**src/rtl/ntt_pkg.sv**
```systemverilog
// rtl/ntt_pkg.sv - shared width default, FSM state and word type for the NTT blocks
package ntt_pkg;

    localparam int W_DEF = 8;

    typedef enum logic [1:0] {
        IDLE  = 2'd0,
        BF    = 2'd1,
        SCALE = 2'd2,
        DONE  = 2'd3
    } state_t;

    typedef logic [W_DEF-1:0] word_t;

endpackage

```
**src/rtl/gs_butterfly.sv**
```systemverilog
// rtl/gs_butterfly.sv - combinational Gentleman-Sande butterfly holding the one modular multiplier
module gs_butterfly
    import ntt_pkg::*;
#(
    parameter int W = W_DEF
) (
    input  logic [W-1:0] a,
    input  logic [W-1:0] b,
    input  logic [W-1:0] w,
    input  logic [W-1:0] q,
    output logic [W-1:0] a_out,
    output logic [W-1:0] b_out
);

    logic [W:0]     sum;
    logic [W-1:0]   diff;
    logic [2*W-1:0] prod;

    // a and b are already < q, so a single conditional subtract/add reduces them
    always_comb begin
        sum   = {1'b0, a} + {1'b0, b};
        a_out = (sum >= {1'b0, q}) ? W'(sum - {1'b0, q}) : W'(sum);
        diff  = (a >= b) ? (a - b) : W'({1'b0, a} + {1'b0, q} - {1'b0, b});
        prod  = {{W{1'b0}}, diff} * {{W{1'b0}}, w};
        b_out = W'(prod % {{W{1'b0}}, q});
    end

endmodule

```
**src/rtl/intt_4point_seq.sv**
```systemverilog
// rtl/intt_4point_seq.sv - sequential 4-point inverse NTT: four GS butterflies then four n_inv scalings
module intt_4point_seq
    import ntt_pkg::*;
#(
    parameter int W = W_DEF
) (
    input  logic               clk,
    input  logic               rst_n,
    input  logic               in_valid,
    output logic               in_ready,
    input  logic [3:0][W-1:0]  data_in,
    input  logic [1:0][W-1:0]  omegas_inv,
    input  logic [W-1:0]       n_inv,
    input  logic [W-1:0]       mod,
    output logic               out_valid,
    input  logic               out_ready,
    output logic [3:0][W-1:0]  data_out,
    output logic               busy
);

    state_t            state, state_nx;
    logic [1:0]        idx, idx_nx;
    logic [3:0][W-1:0] work;
    logic [1:0][W-1:0] w_reg;
    logic [W-1:0]      ninv_reg;
    logic [W-1:0]      q_reg;

    logic              accept;
    logic [1:0]        ia, ib;
    logic [W-1:0]      bf_a, bf_b, bf_w;
    logic [W-1:0]      res_a, res_b;

    assign accept    = in_valid && (state == IDLE);
    assign in_ready  = (state == IDLE);
    assign out_valid = (state == DONE);
    assign busy      = (state != IDLE);
    assign data_out  = work;

    // Stage-2 pairs are undone first, then stage-1; SCALE reuses the b-path with b=0
    always_comb begin
        ia   = 2'd0;
        ib   = 2'd2;
        bf_w = w_reg[0];
        case (idx)
            2'd0: begin ia = 2'd0; ib = 2'd2; end
            2'd1: begin ia = 2'd1; ib = 2'd3; bf_w = w_reg[1]; end
            2'd2: begin ia = 2'd0; ib = 2'd1; end
            default: begin ia = 2'd2; ib = 2'd3; end
        endcase
        bf_a = work[ia];
        bf_b = work[ib];
        if (state == SCALE) begin
            bf_a = work[idx];
            bf_b = '0;
            bf_w = ninv_reg;
        end
    end

    gs_butterfly #(.W(W)) u_bf (
        .a     (bf_a),
        .b     (bf_b),
        .w     (bf_w),
        .q     (q_reg),
        .a_out (res_a),
        .b_out (res_b)
    );

    always_comb begin
        state_nx = state;
        idx_nx   = idx;
        case (state)
            IDLE: begin
                if (in_valid) begin
                    state_nx = BF;
                    idx_nx   = 2'd0;
                end
            end
            BF: begin
                idx_nx = idx + 2'd1;
                if (idx == 2'd3) state_nx = SCALE;
            end
            SCALE: begin
                idx_nx = idx + 2'd1;
                if (idx == 2'd3) state_nx = DONE;
            end
            default: begin
                if (out_ready) state_nx = IDLE;
            end
        endcase
    end

    always_ff @(posedge clk or negedge rst_n) begin
        if (!rst_n) begin
            state    <= IDLE;
            idx      <= 2'd0;
            work     <= '0;
            w_reg    <= '0;
            ninv_reg <= '0;
            q_reg    <= '0;
        end else begin
            state <= state_nx;
            idx   <= idx_nx;
            if (accept) begin
                for (int i = 0; i < 4; i++) work[i] <= data_in[i] % mod;
                w_reg    <= omegas_inv;
                ninv_reg <= n_inv;
                q_reg    <= mod;
            end else if (state == BF) begin
                work[ia] <= res_a;
                work[ib] <= res_b;
            end else if (state == SCALE) begin
                work[idx] <= res_b;
            end
        end
    end

endmodule

```
**config.mk**
```make
export PLATFORM = sky130hd
export DESIGN_NAME = intt_4point_seq
export DESIGN_NICKNAME = d
export VERILOG_FILES = /design/src/rtl/ntt_pkg.sv /design/src/rtl/gs_butterfly.sv /design/src/rtl/intt_4point_seq.sv
export SDC_FILE = /design/constraint.sdc
export NUM_CORES = 1
export LEC_CHECK = 0
export BUFFER_PORTS_ARGS = -buffer_cell sky130_fd_sc_hd__buf_2
export CELL_PAD_IN_SITES_DETAIL_PLACEMENT = 1
export CELL_PAD_IN_SITES_GLOBAL_PLACEMENT = 2
export CORE_MARGIN = 5
export CORE_UTILIZATION = 39
export CTS_BUF_LIST = sky130_fd_sc_hd__clkbuf_8 sky130_fd_sc_hd__clkbuf_16
export DETAILED_ROUTE_END_ITERATION = 6
export GPL_TIMING_DRIVEN = 0
export PLACE_DENSITY_LB_ADDON = 0.1
export SLEW_MARGIN = 20
export SYNTH_ARGS = -nofsm -noshare
export SYNTH_HDL_FRONTEND = slang
export SYNTH_HIERARCHICAL = 1
export SYNTH_SLANG_ARGS = --single-unit
```
**constraint.sdc**
```tcl
create_clock -name clk -period 44.5 [get_ports clk]
set_input_delay 4.45 -clock clk [delete_from_list [all_inputs] [get_ports clk]]
set_output_delay 4.45 -clock clk [all_outputs]
set_load 0.005 [all_outputs]
```
; ---- Word-level counts from Yosys, hierarchy flattened
; Cells that the tools add are included.
[op_classes]
add_sub_neg = 6
n_reduce_logical = 14
n_lt_le_gt_ge = 8
n_div = 5
n_eq_ne = 9
n_mul = 1
n_mux = 33
[op_table]
columns = cell, count
row1 = 32-bit bitwise mux, 3
row2 = 32-bit two-way mux, 3
row3 = 8-bit two-way mux, 12
row4 = 8-bit binary-select mux with 2-bit select, 3
row5 = 8-bit demux with 2-bit select, 3
row6 = 8-bit by 8-bit modulo with 8-bit output, 4
row7 = 8-bit subtractor, 3
row8 = 16-bit by 8-bit modulo with 16-bit output, 1
row9 = 8-bit by 8-bit multiplier with 16-bit output, 1
row10 = 2-bit one-hot mux with 2 select lines, 3
row11 = 2-bit two-way mux, 5
row12 = 8-bit by 8-bit adder with 9-bit output, 1
row13 = 9-bit by 8-bit greater-or-equal comparator with 1-bit output, 1
row14 = 2-bit by 3-bit < comparator with 1-bit output (second input constant), 3
row15 = 8-bit adder, 1
row16 = 2-bit == test (second input constant), 4
row17 = 8-bit greater-or-equal comparator, 1
row18 = 2-bit by 1-bit greater-or-equal comparator with 1-bit output (second input constant), 3
row19 = 2-bit one-hot mux with 3 select lines, 1
row20 = 2-bit by 1-bit == test with 1-bit output (second input constant), 2
row21 = 1-bit logical AND, 4
row22 = 2-bit zero test, 2
row23 = 2-bit != test (second input constant), 2
row24 = 4-bit AND reduction, 1
row25 = other kinds (7), 9
[word_totals]
wordCells = 86
out_inout_bits = 35
reg_bits = 68
input_bits = 68

; ---- Depth between registers and ports, before layout
; Gate-level depths: netlist (run 1).
[logic_depth]
depth_word = 15
mapped_depth = 189
ltp_nobuf = 180

; ---- Hierarchy
; Netlist (run 1), hierarchy kept.
[modules_own_cells]
columns = module, area_per_inst_um2, cells_each, instances, seq_area_each_um2
row1 = intt_4point_seq, 11753.8, 1506, 1, 1701.6
row2 = gs_butterfly, 9390.3, 1264, 1, 0.0

; ---- Least setup slack after synthesis (run 1)
; No wires, ideal clock.
[synth_timing]
kind = flip-flop to flip-flop
from = reg idx[1]
to = reg work (netlist bit data_out[29])
required_ns = 44.382
n_path_buf = 10
setup_time_ns = 0.118
path_stages_with_launch = 177
setup_slack_ns = 7.309
period_less_slack_ns = 37.191
arrival_ns = 37.073
path_cell_list = dfrtp_1 > clkbuf_1 > inv_1 > ha_1 > clkbuf_1 > mux4_2 > mux2_2 > inv_1 > fa_1 > inv_1 > ha_1 > a21o_1 > a21oi_1 > o21bai_1 > a21oi_1 > o21bai_1 > a21oi_1 > xnor2_1 > [... 141 more ...] > a2111oi_4 > mux2_2 > ha_1 > nand2_1 > nand2_1 > a21oi_1 > o21bai_1 > a21oi_1 > o21ai_0 > a2111oi_4 > mux2_2 > clkbuf_2 > a22o_1 > a22oi_1 > o21ai_0 > o21ai_0 > o21ai_0 > a21o_1
[synth_between]
elab_chain_len = 15
elab_cells_between_ends = 48
cone_classes = add/sub (5) / mul (1) / div (1) / order compare (8) / eq/ne (2) / mux (26) / reduce/logical (5)
[synth_rtl]
columns = element, line
row1 = from (decl), intt_4point_seq.sv:22  ; logic [1:0] idx, idx_nx;
row2 = from (signal assigned), intt_4point_seq.sv:102  ; idx <= idx_nx;
row3 = 2-bit == test / 2-bit zero test (equally long branches), intt_4point_seq.sv:44  ; case (idx)
row4 = 2-bit OR reduction (no source line), --
row5 = 2-bit one-hot mux with 2 select lines, intt_4point_seq.sv:44
row6 = 8-bit binary-select mux with 2-bit select, intt_4point_seq.sv:50  ; bf_a = work[ia];
row7 = 8-bit two-way mux (not written as such), intt_4point_seq.sv:50
row8 = 8-bit two-way mux *, intt_4point_seq.sv:52  ; if (state == SCALE) begin
row9 = net bf_a[1], intt_4point_seq.sv:30  ; logic [W-1:0] bf_a, bf_b, bf_w;
row10 = 8-bit adder, gs_butterfly.sv:23  ; diff = (a >= b) ? (a - b) : W'({1'b0, a} + {1'b0, q} - {1'b0, b});
row11 = 8-bit subtractor, gs_butterfly.sv:23
row12 = 8-bit two-way mux *, gs_butterfly.sv:23
row13 = 8-bit by 8-bit multiplier with 16-bit output *, gs_butterfly.sv:24  ; prod = {{W{1'b0}}, diff} * {{W{1'b0}}, w};
row14 = 16-bit by 8-bit modulo with 16-bit output *, gs_butterfly.sv:25  ; b_out = W'(prod % {{W{1'b0}}, q});
row15 = net res_b[5], intt_4point_seq.sv:31  ; logic [W-1:0] res_a, res_b;
row16 = 32-bit bitwise mux, intt_4point_seq.sv:112  ; work[idx] <= res_b;
row17 = 32-bit two-way mux, intt_4point_seq.sv:111  ; end else if (state == SCALE) begin
row18 = 32-bit two-way mux *, intt_4point_seq.sv:108  ; end else if (state == BF) begin
row19 = 32-bit two-way mux *, intt_4point_seq.sv:103  ; if (accept) begin
row20 = "to (signal, indexed assignment)", intt_4point_seq.sv:109  ; work[ia] <= res_a;
row21 = "to (signal, indexed assignment)", intt_4point_seq.sv:110  ; work[ib] <= res_b;
row22 = "to (signal, indexed assignment)", intt_4point_seq.sv:112
row23 = to (decl), intt_4point_seq.sv:23  ; logic [3:0][W-1:0] work;
; Mark *: on every way through the listed nets, which the timed path passes. The rest lies on a longest branch. The select of a mux whose other input is x is not followed.
; A chain may end at the register's enable or synchronous reset.

; ---- Worst setup path after layout (run 1)
[layout_timing]
from = reg idx[1]
to = reg work (netlist bit data_out[3])
; The elaborated chain is that of the path after synthesis.

==> flow_summary.yaml, run 1 <==
finish:
  final_common_cell: "ha_1"
  syn2layout_area_growth_pct: 9.85
  post-route-util_pct: 43.2
  drive_above_1_share_pct: 12.2
  largest_reg_flops: 32
  layout.nets: 3349
  final_cell_mix: "330 x ha_1, 286 x nand2_1, 210 x nor2_1, 201 x inv_1, 191 x o21ai_0"
  antennaDiodeCount: 0
synth:
  netlist_area_um2: 21100
  yosysUniqueCellTypes: 111
  yosys_warnings: 6
  synthCells: 2770
  syn_nets: 3221
  synth_area_per_cell_um2: 7.63
  ys_seq_elements: 68
  synthFlopType: "dfrtp_1"
  synth-edff-count: 0
  synth-async-reset-ratio_pct: 100
  yosysSeqAreaShare_pct: 8.05
clock_network:
  postCtsHoldBufs: 0
  htree_levels: 3
  cts-root-buf: "clkbuf_16"
  tritoncts: "yes"
  clkSinkCount: 68
  clk_pin_slew_ns: 0.06
  cts_max_path_buffers: 2
  cts_made_buffers: 9
  clk_latency_ns: 0.37
global_route:
  grtUsageMet1_pct: 30.5
  use_met2_pct: 46.0
  grt_usage_pct: 24.6
  use_met3_pct: 2.48
  gr-total-overflow: 0
  antenna_found_initial: 1
  busiest_layer: "met2"
  grt_pass1_wl_mm: 120
  grt_pass1_vias: 22500
  grt_max_degree: 53
placed_design:
  portBuffers: 100
  routabilityCongestion: 0.922
  dpl.hpwl_mm: 61.2
setup_path:
  crit_path_max_incr_delay_ns: 0.55
  slowest_stage: "fa_1"
  cp_common_cell: "o21a_1"
  critPathCaptureType: "register"
  worstSetupStartpointType: "register"
  required_ns: 44.70
  crit_fanout: 10
  worst-setup-path-type: "reg2reg"
  critPathArrivalTime_ns: 42.02
timing:
  finalCritPeriodShare_pct: 94.0
  max_freq_mhz: 23.9
  fin_crit_ns: 41.82
  finalSetupTns_ns: 0
  max_slew.worst_pin.slew_ns: 1.10
  finalMaxSlewViolations: 0
  hold_viol: 0
  relSlewSlack_pct: 26.2
  setup_viol: 0
  finClkSkew_ns: 0.00855
route:
  wl_per_cell_um: 20.8
  drt_first_pass_iters: 5
  ant_nets: 0
  dr_total_vias: 21400
  drc_errors: 0
  drt-initial-drc-count: 1005
  vias_per_cell: 5.94
  wirelength_mm: 74.9
die:
  die-area_um2: 59000
  die_w_um: 243
  std_cell_rows: 85
  initial_core_util_pct: 39.3
  coreArea_um2: 53800
  io-pin-count: 103
  die_h_um: 243
status:
  status: "finished clean"
job:
  maxCapViolCount: 0
hold_path:
  hold_path.class: "reg2reg"
metrics by stage:
stage                     area, um^2  hold slack [ns]  instances  worst slack (ns)
after floorplan                21100            0.445       2770              7.31
after global placement         22500            0.459       3566            -0.284
after detailed placement       22600            0.462       3570             -1.13
after CTS                      23000            0.477       3586            0.0419
after global routing           23200            0.500       3599           -0.0509
final                          23200            0.473       3599              2.68
worst max-delay path, delay by kind of cell, from the launching register on:
| family | cells | cell delay [ns] |
|---|---|---|
| and+or+nand+nor | 32 | 6.67 |
| xor gates and xnor gates | 2 | 0.41 |
| adders and majority gates | 24 | 8.19 |
| buffers and inverters | 20 | 3.57 |
| AOI/OAI and AO/OA | 91 | 19.77 |
| muxes | 7 | 2.51 |
| DFF | 1 | 0.44 |
synthesized netlist by cell type, types with 7 or more instances:
library cell | instances | area, um^2
ha_1 | 332 | 4150
nand2_1 | 286 | 1070
nor2_1 | 213 | 800
inv_1 | 205 | 769
o21ai_0 | 195 | 976
a21oi_1 | 179 | 896
nor3_1 | 113 | 566
o21a_1 | 90 | 676
xnor2_1 | 83 | 727
clkbuf_1 | 70 | 263
dfrtp_1 | 68 | 1700
mux2_2 | 65 | 732
and2_1 | 63 | 394
a21o_1 | 62 | 465
xor2_1 | 53 | 464
fa_1 | 51 | 1020
mux2i_1 | 50 | 500
nand3_1 | 33 | 165
nor2b_1 | 32 | 200
a211oi_1 | 30 | 225
or3_1 | 30 | 188
nand2b_1 | 29 | 181
o211ai_1 | 28 | 210
o31ai_1 | 26 | 195
mux4_2 | 24 | 541
a31oi_1 | 23 | 144
nand4_1 | 21 | 131
o21bai_1 | 19 | 143
a22o_1 | 18 | 158
a22oi_1 | 14 | 105
a221oi_1 | 13 | 114
buf_1 | 11 | 41.3
nor4_1 | 11 | 68.8
o2111ai_1 | 11 | 96.3
or2_2 | 11 | 68.8
o21ai_1 | 9 | 45.0
o31a_1 | 8 | 70.1
a21boi_0 | 7 | 52.6
and3_1 | 7 | 43.8
buf_2 | 7 | 35.0
clkbuf_2 | 7 | 35.0
o22ai_1 | 7 | 43.8
routing by layer:
| layer | routed length, um | up-vias |
|---|---|---|
| li1 | - | 10400 |
| met1 | 32400 | 10600 |
| met2 | 38400 | 336 |
| met3 | 2270 | 101 |
| met4 | 1750 | 2 |
| met5 | 7 | - |
cell families after synthesis:
| group | Yosys count | synth area share (%) |
|---|---|---|
| XOR/XNOR | 136 | 5.63 |
| adder cells (fa/ha/maj) | 384 | 24.5 |
| multiplexers | 142 | 8.63 |
| buffers and inverters | 305 | 5.62 |
| AO/OA/AOI/OAI | 843 | 27.4 |
| AND/OR/NAND/NOR | 892 | 20.2 |
| flip-flops | 68 | 8.05 |
worst paths after layout:
path / from / to / slack, ns / cells past startpoint
max: idx[1] / data_out[3] / 2.68 / 176
min: w_reg[3] / w_reg[3] / 0.47 / 2
max reg2reg: idx[1] / data_out[3] / 2.68 / 176
min reg2reg: w_reg[3] / w_reg[3] / 0.47 / 2
max in group asynchronous: rst_n / data_out[30] / 39.97 / 2
min in group asynchronous: rst_n / ninv_reg[6] / 3.96 / 1
final cells by class:
cell class                 count  area (um^2)
tap                          696          871
multi-input combinational   2397        18400
buffer                        96          418
timing repair buffer         120          723
inverter                     206          773
clock inverter                 6         88.8
clock buffer                  10          239
sequential                    68         1700
fill                        6729        30600
what timing repair did:
| action | in CTS | in global routing |
|---|---|---|
| resized for setup | 15 | 38 |
| pin swaps | 0 | 6 |
| buffers inserted | 0 | 16 |
| endpoints found under the setup margin | 32 | 32 |
| endpoints found under the hold margin | 0 | 0 |
Power of run 1 is left out: the tool's default activity adds up to more than one toggle a clock period on the data nets, which glitch-free logic cannot reach.
==> inputs of run 2 (changes only) <==
--- a/config.mk
+++ b/config.mk
@@ -5,11 +5,12 @@
 export SDC_FILE = /design/constraint.sdc
 export NUM_CORES = 1
 export LEC_CHECK = 0
+export ABC_AREA = 1
 export BUFFER_PORTS_ARGS = -buffer_cell sky130_fd_sc_hd__buf_2
 export CELL_PAD_IN_SITES_DETAIL_PLACEMENT = 1
 export CELL_PAD_IN_SITES_GLOBAL_PLACEMENT = 2
 export CORE_MARGIN = 5
-export CORE_UTILIZATION = 39
+export CORE_UTILIZATION = 36
 export CTS_BUF_LIST = sky130_fd_sc_hd__clkbuf_8 sky130_fd_sc_hd__clkbuf_16
 export DETAILED_ROUTE_END_ITERATION = 6
 export GPL_TIMING_DRIVEN = 0
@@ -19,3 +20,4 @@
 export SYNTH_HDL_FRONTEND = slang
 export SYNTH_HIERARCHICAL = 1
 export SYNTH_SLANG_ARGS = --single-unit
+export TNS_END_PERCENT = 30
==> flow_summary.yaml, run 2 <==
die:
  std_cell_rows: 89
  initial_core_util_pct: 36.3
  io-pin-count: 103
  die_h_um: 254
  die-area_um2: 64700
  die_w_um: 254
  coreArea_um2: 59100
timing:
  relSlewSlack_pct: 33.5
  setup_viol: 0
  max_freq_mhz: 24.6
  finalMaxSlewViolations: 0
  hold_viol: 0
  finClkSkew_ns: 0.0164
  rsz0062_at_grt: "no"
  max_slew.worst_pin.slew_ns: 0.997
  fin_crit_ns: 40.72
  finalCritPeriodShare_pct: 91.5
  finalSetupTns_ns: 0
placed_design:
  dpl.hpwl_mm: 63.8
  routabilityCongestion: 0.921
  portBuffers: 102
status:
  status: "finished clean"
setup_path:
  reg2reg_setup_slack_ns: 3.78
  crit-reg2reg-launch: "idx[0]"
  crit_family: "compound AO/OA/AOI/OAI gates"
  r2r_cells: 240
  worstSetupStartpointType: "register"
  cp.depth: 240
  critPathArrivalTime_ns: 40.96
  worstReg2RegEnd: "data_out[4]"
  cp.buffers_inverters: 41
  critPathCaptureType: "register"
  worst-setup-path-type: "reg2reg"
  crit_fanout: 13
  cp_common_cell: "nand2_1"
  slowest_stage: "fa_1"
  required_ns: 44.74
  crit_path_max_incr_delay_ns: 0.57
route:
  drc_errors: 0
  dr_total_vias: 22700
  drt-initial-drc-count: 737
  wl_per_cell_um: 17.7
  wirelength_mm: 75.8
  drt_first_pass_iters: 5
  vias_per_cell: 5.30
  ant_nets: 0
synth:
  synth_area_leaders: "ha_1 19%, nand2_1 15%, dfrtp_1 7.9%"
  yosysSeqAreaShare_pct: 7.92
  synthFlopType: "dfrtp_1"
  synth_area_per_cell_um2: 6.36
  synthCells: 3378
  ys_seq_elements: 68
  yosysUniqueCellTypes: 63
  synth.largest_area_cell: "ha_1"
  yosys_warnings: 6
  netlist_area_um2: 21500
  syn_nets: 3829
  netlist_top_cells_count: "838 x nand2_1, 451 x inv_1, 332 x ha_1"
  synth_most_common_cell: "nand2_1"
  synth-edff-count: 0
  synth.top_cell.area_share_pct: 19.3
  synth-async-reset-ratio_pct: 100
clock_network:
  htree_levels: 3
  postCtsSetupBuffers: 0
  cts_max_path_buffers: 2
  postCtsHoldBufs: 0
  clkSinkCount: 68
  clk_latency_ns: 0.37
  cts_made_buffers: 9
  cts-root-buf: "clkbuf_16"
  clk_pin_slew_ns: 0.07
  tritoncts: "yes"
finish:
  syn2layout_area_growth_pct: 8.87
  final_common_cell: "nand2_1"
  final_cell_mix: "838 x nand2_1, 446 x inv_1, 332 x ha_1, 286 x a21oi_1, 208 x nor2_1"
  layout.nets: 3947
  largest_reg_flops: 32
  drive_above_1_share_pct: 11.0
global_route:
  grt_pass1_vias: 23900
  antenna_found_initial: 2
  gr-total-overflow: 0
  grt_max_degree: 45
  grt_pass1_wl_mm: 123
  grt_usage_pct: 23.1
hold_path:
  hold_depth: 2
  holdCritStartpoint: "w_reg[4]"
  hold_path.class: "reg2reg"
  min_to: "w_reg[4]"
job:
  maxCapViolCount: 0
==> run 2: cell types whose count changed after synthesis, moves of 32 or more <==
cell     delta
and2_1     -45
nand2_1   +552
nor3_1     -90
o21a_1     -85
nand3_2    +54
mux2i_1    -49
o21ai_1    +33
mux2_2     -65
nand3_1   +138
a21oi_1   +109
xor2_1     +42
nor2b_1    -32
inv_1     +246
==> run 2: timing repair <==
action                     4_1_cts  5_1_grt
hold endpoints to repair         0        0
setup endpoints to repair        0       32
gates resized for setup          0        7
==> run 2: metrics by stage <==
stage	instance area [um^2]	setup WS, ns	hold WS [ns]	cells	utilization (%)
floorplan	21500	10.41	0.449	3378	-
finish	23400	3.78	0.482	4277	39.6
detailed placement	23100	3.33	0.466	4258	39.0
CTS	23400	3.20	0.483	4274	39.5
global route	23400	0.0176	0.505	4276	39.6
global placement	23000	4.56	0.465	4253	38.8
==> run 2: tightest hold or removal path, delay by kind of cell, from the launching register on <==
family	cells	cell delay, ns
flops	1	0.34
simple gates	2	0.10
==> run 2: kinds of logic (layout without fill, tap and decap cells) <==
| kind of cell | count (synthesis) | count (layout) | share of synthesized area (%) |
|---|---|---|---|
| mux | 1 | 1 | 0.0466 |
| flops | 68 | 68 | 7.92 |
| fa+ha+maj | 383 | 383 | 24.1 |
| xor+xnor | 171 | 171 | 6.97 |
| simple gates | 1471 | 1471 | 31.7 |
| other cells | 0 | 3 | 0 |
| compound gates | 711 | 711 | 18.9 |
| buf+inv | 573 | 696 | 10.4 |
==> run 2: layer usage <==
layer  GRT usage [%]  vias to the layer above  routed length, um
met3            2.41                       73               1990
met4            3.93                        0               1240
met1            28.1                    11000              32900
met5               0                        -                  0
met2            44.5                      251              39700
li1                -                    11400                  -
==> run 2: worst max path at each step <==
| stage | slack, ns | from | endpoint |
|---|---|---|---|
| 3_3_place_gp | 4.56 | idx[1] | data_out[9] |
| 5_1_grt | 0.02 | idx[0] | data_out[4] |
| 4_1_cts | 3.20 | idx[1] | data_out[4] |
| 3_5_place_dp | 3.33 | idx[1] | data_out[4] |
| 6_report | 3.78 | idx[0] | data_out[4] |
| 2_1_floorplan | 10.41 | idx[1] | data_out[4] |
==> run 2: area by class of cell <==
type / instances / area, um^2
Antenna cell: 3 / 7.51
Buffer: 78 / 355
Clock buffer: 10 / 239
Clock inverter: 6 / 47.5
Fill cell: 7881 / 35700
Inverter: 495 / 1870
Multi-Input combinational cell: 2737 / 17600
Sequential cell: 68 / 1700
Tap cell: 773 / 967
Timing Repair Buffer: 107 / 621
Power of run 2 is left out for the same reason.
==> inputs of run 3 (changes only) <==
--- a/config.mk
+++ b/config.mk
@@ -5,15 +5,13 @@
 export SDC_FILE = /design/constraint.sdc
 export NUM_CORES = 1
 export LEC_CHECK = 0
-export ABC_AREA = 1
 export BUFFER_PORTS_ARGS = -buffer_cell sky130_fd_sc_hd__buf_2
 export CELL_PAD_IN_SITES_DETAIL_PLACEMENT = 1
 export CELL_PAD_IN_SITES_GLOBAL_PLACEMENT = 2
 export CORE_MARGIN = 5
-export CORE_UTILIZATION = 36
+export CORE_UTILIZATION = 39
 export CTS_BUF_LIST = sky130_fd_sc_hd__clkbuf_8 sky130_fd_sc_hd__clkbuf_16
 export DETAILED_ROUTE_END_ITERATION = 6
-export GPL_TIMING_DRIVEN = 0
 export PLACE_DENSITY_LB_ADDON = 0.1
 export SLEW_MARGIN = 20
 export SYNTH_ARGS = -nofsm -noshare
==> flow_summary.yaml, run 3 (synthesis gave the netlist of run 1 again) <==
setup_path:
  cp_common_cell: "o21a_1"
  critPathCaptureType: "register"
  worst-setup-path-type: "reg2reg"
  critPathArrivalTime_ns: 41.51
  crit_path_max_incr_delay_ns: 0.55
  crit_fanout: 16
  required_ns: 44.75
  slowest_stage: "dfrtp_1"
  worstSetupStartpointType: "register"
die:
  die_h_um: 243
  die_w_um: 243
  std_cell_rows: 85
  die-area_um2: 59000
  coreArea_um2: 53800
  io-pin-count: 103
  initial_core_util_pct: 39.3
timing:
  rsz0062_at_grt: "no"
  max_slew.worst_pin.slew_ns: 1.09
  fin_crit_ns: 41.25
  finalSetupTns_ns: 0
  setup_viol: 0
  hold_viol: 0
  max_freq_mhz: 24.2
  finalCritPeriodShare_pct: 92.7
  relSlewSlack_pct: 26.4
  finClkSkew_ns: 0.0125
  finalMaxSlewViolations: 0
status:
  status: "finished clean"
clock_network:
  cts_max_path_buffers: 2
  cts_made_buffers: 9
  tritoncts: "yes"
  clk_pin_slew_ns: 0.07
  htree_levels: 3
  clkSinkCount: 68
  clk_latency_ns: 0.37
  cts-root-buf: "clkbuf_16"
finish:
  antennaDiodeCount: 0
  layout.nets: 3273
  stdcell_area_um2: 22800
  final_cell_mix: "329 x ha_1, 284 x nand2_1, 212 x nor2_1, 205 x inv_1, 192 x o21ai_0"
  syn2layout_area_growth_pct: 7.78
  drive_above_1_share_pct: 11.6
  fill_cells: 6694
  largest_reg_flops: 32
  final_common_cell: "ha_1"
placed_design:
  place_area_um2: 22300
  dpl.hpwl_mm: 59.8
  routabilityCongestion: 0.886
  portBuffers: 102
route:
  drt_first_pass_iters: 5
  dr_total_vias: 21000
  wirelength_mm: 74.4
  ant_nets: 0
  wl_per_cell_um: 21.1
  drc_errors: 0
  vias_per_cell: 5.96
  drt-initial-drc-count: 1015
global_route:
  use_met2_pct: 45.1
  use_met3_pct: 2.46
  busiest_layer: "met2"
  grt_usage_pct: 24.3
  gr-total-overflow: 0
  grtUsageMet1_pct: 29.9
  antenna_found_initial: 3
  grt_pass1_wl_mm: 118
  grt_max_degree: 69
  grt_pass1_vias: 22200
job:
  maxCapViolCount: 0
hold_path:
  hold_path.class: "reg2reg"
## run 3: final timing paths
kind / endpoint / startpoint / slack (ns) / depth (start not counted)
worst max register to register: data_out[17] / idx[1] / 3.25 / 167
max in group asynchronous: idx[0] / rst_n / 39.86 / 1
worst max-delay path: data_out[17] / idx[1] / 3.25 / 167
worst min register to register: w_reg[12] / w_reg[12] / 0.48 / 2
min in group asynchronous: w_reg[7] / rst_n / 4.10 / 1
worst min-delay path: w_reg[12] / w_reg[12] / 0.48 / 2
## run 3: cell type report
cell class                      count  area, um^2  area share (%)
Multi-Input combinational cell   2397       18300            80.4
Clock buffer                        9         225           0.988
Timing Repair Buffer              140         802            3.52
Sequential cell                    68        1700            7.47
Clock inverter                      7        92.6           0.406
Tap cell                          696         871            3.82
Inverter                          206         773            3.39
## run 3: per-layer routing
metal  wire (um)  vias up  part of all wire (%)
li1            -    10200                     -
met1       32400    10400                    44
met2       37900      299                    51
met3        2080       99                   2.8
met4        1980        4                   2.7
met5          23        -                 0.031
## run 3: through the flow
| stage | std cells | hold WS (ns) | setup WS (ns) | utilization, % |
|---|---|---|---|---|
| after detailed placement | 3497 | 0.463 | 1.15 | 41.5 |
| after global routing | 3523 | 0.509 | 0.0240 | 42.3 |
| final | 3523 | 0.475 | 3.25 | 42.3 |
| after floorplan | 2770 | 0.445 | 7.31 | - |
| after global placement | 3496 | 0.460 | 2.40 | 41.5 |
| after CTS | 3513 | 0.479 | 1.01 | 42.1 |
## run 3: worst max-delay path, delay by kind of cell, from the launching register on
family,cells,cell delay (ns)
compound gates,89,19.90
xor+xnor,2,0.55
fa+ha+maj,24,8.36
buf+inv,12,1.84
flops,1,0.55
mux,8,2.94
simple gates,32,6.86
## run 3: what timing repair did
item                                    4_1_cts  5_1_grt
endpoints found under the setup margin        0       32
setup buffers                                 0       10
resized for setup                             0       16
hold buffers                                  0        0
Power of run 3 is left out for the same reason.
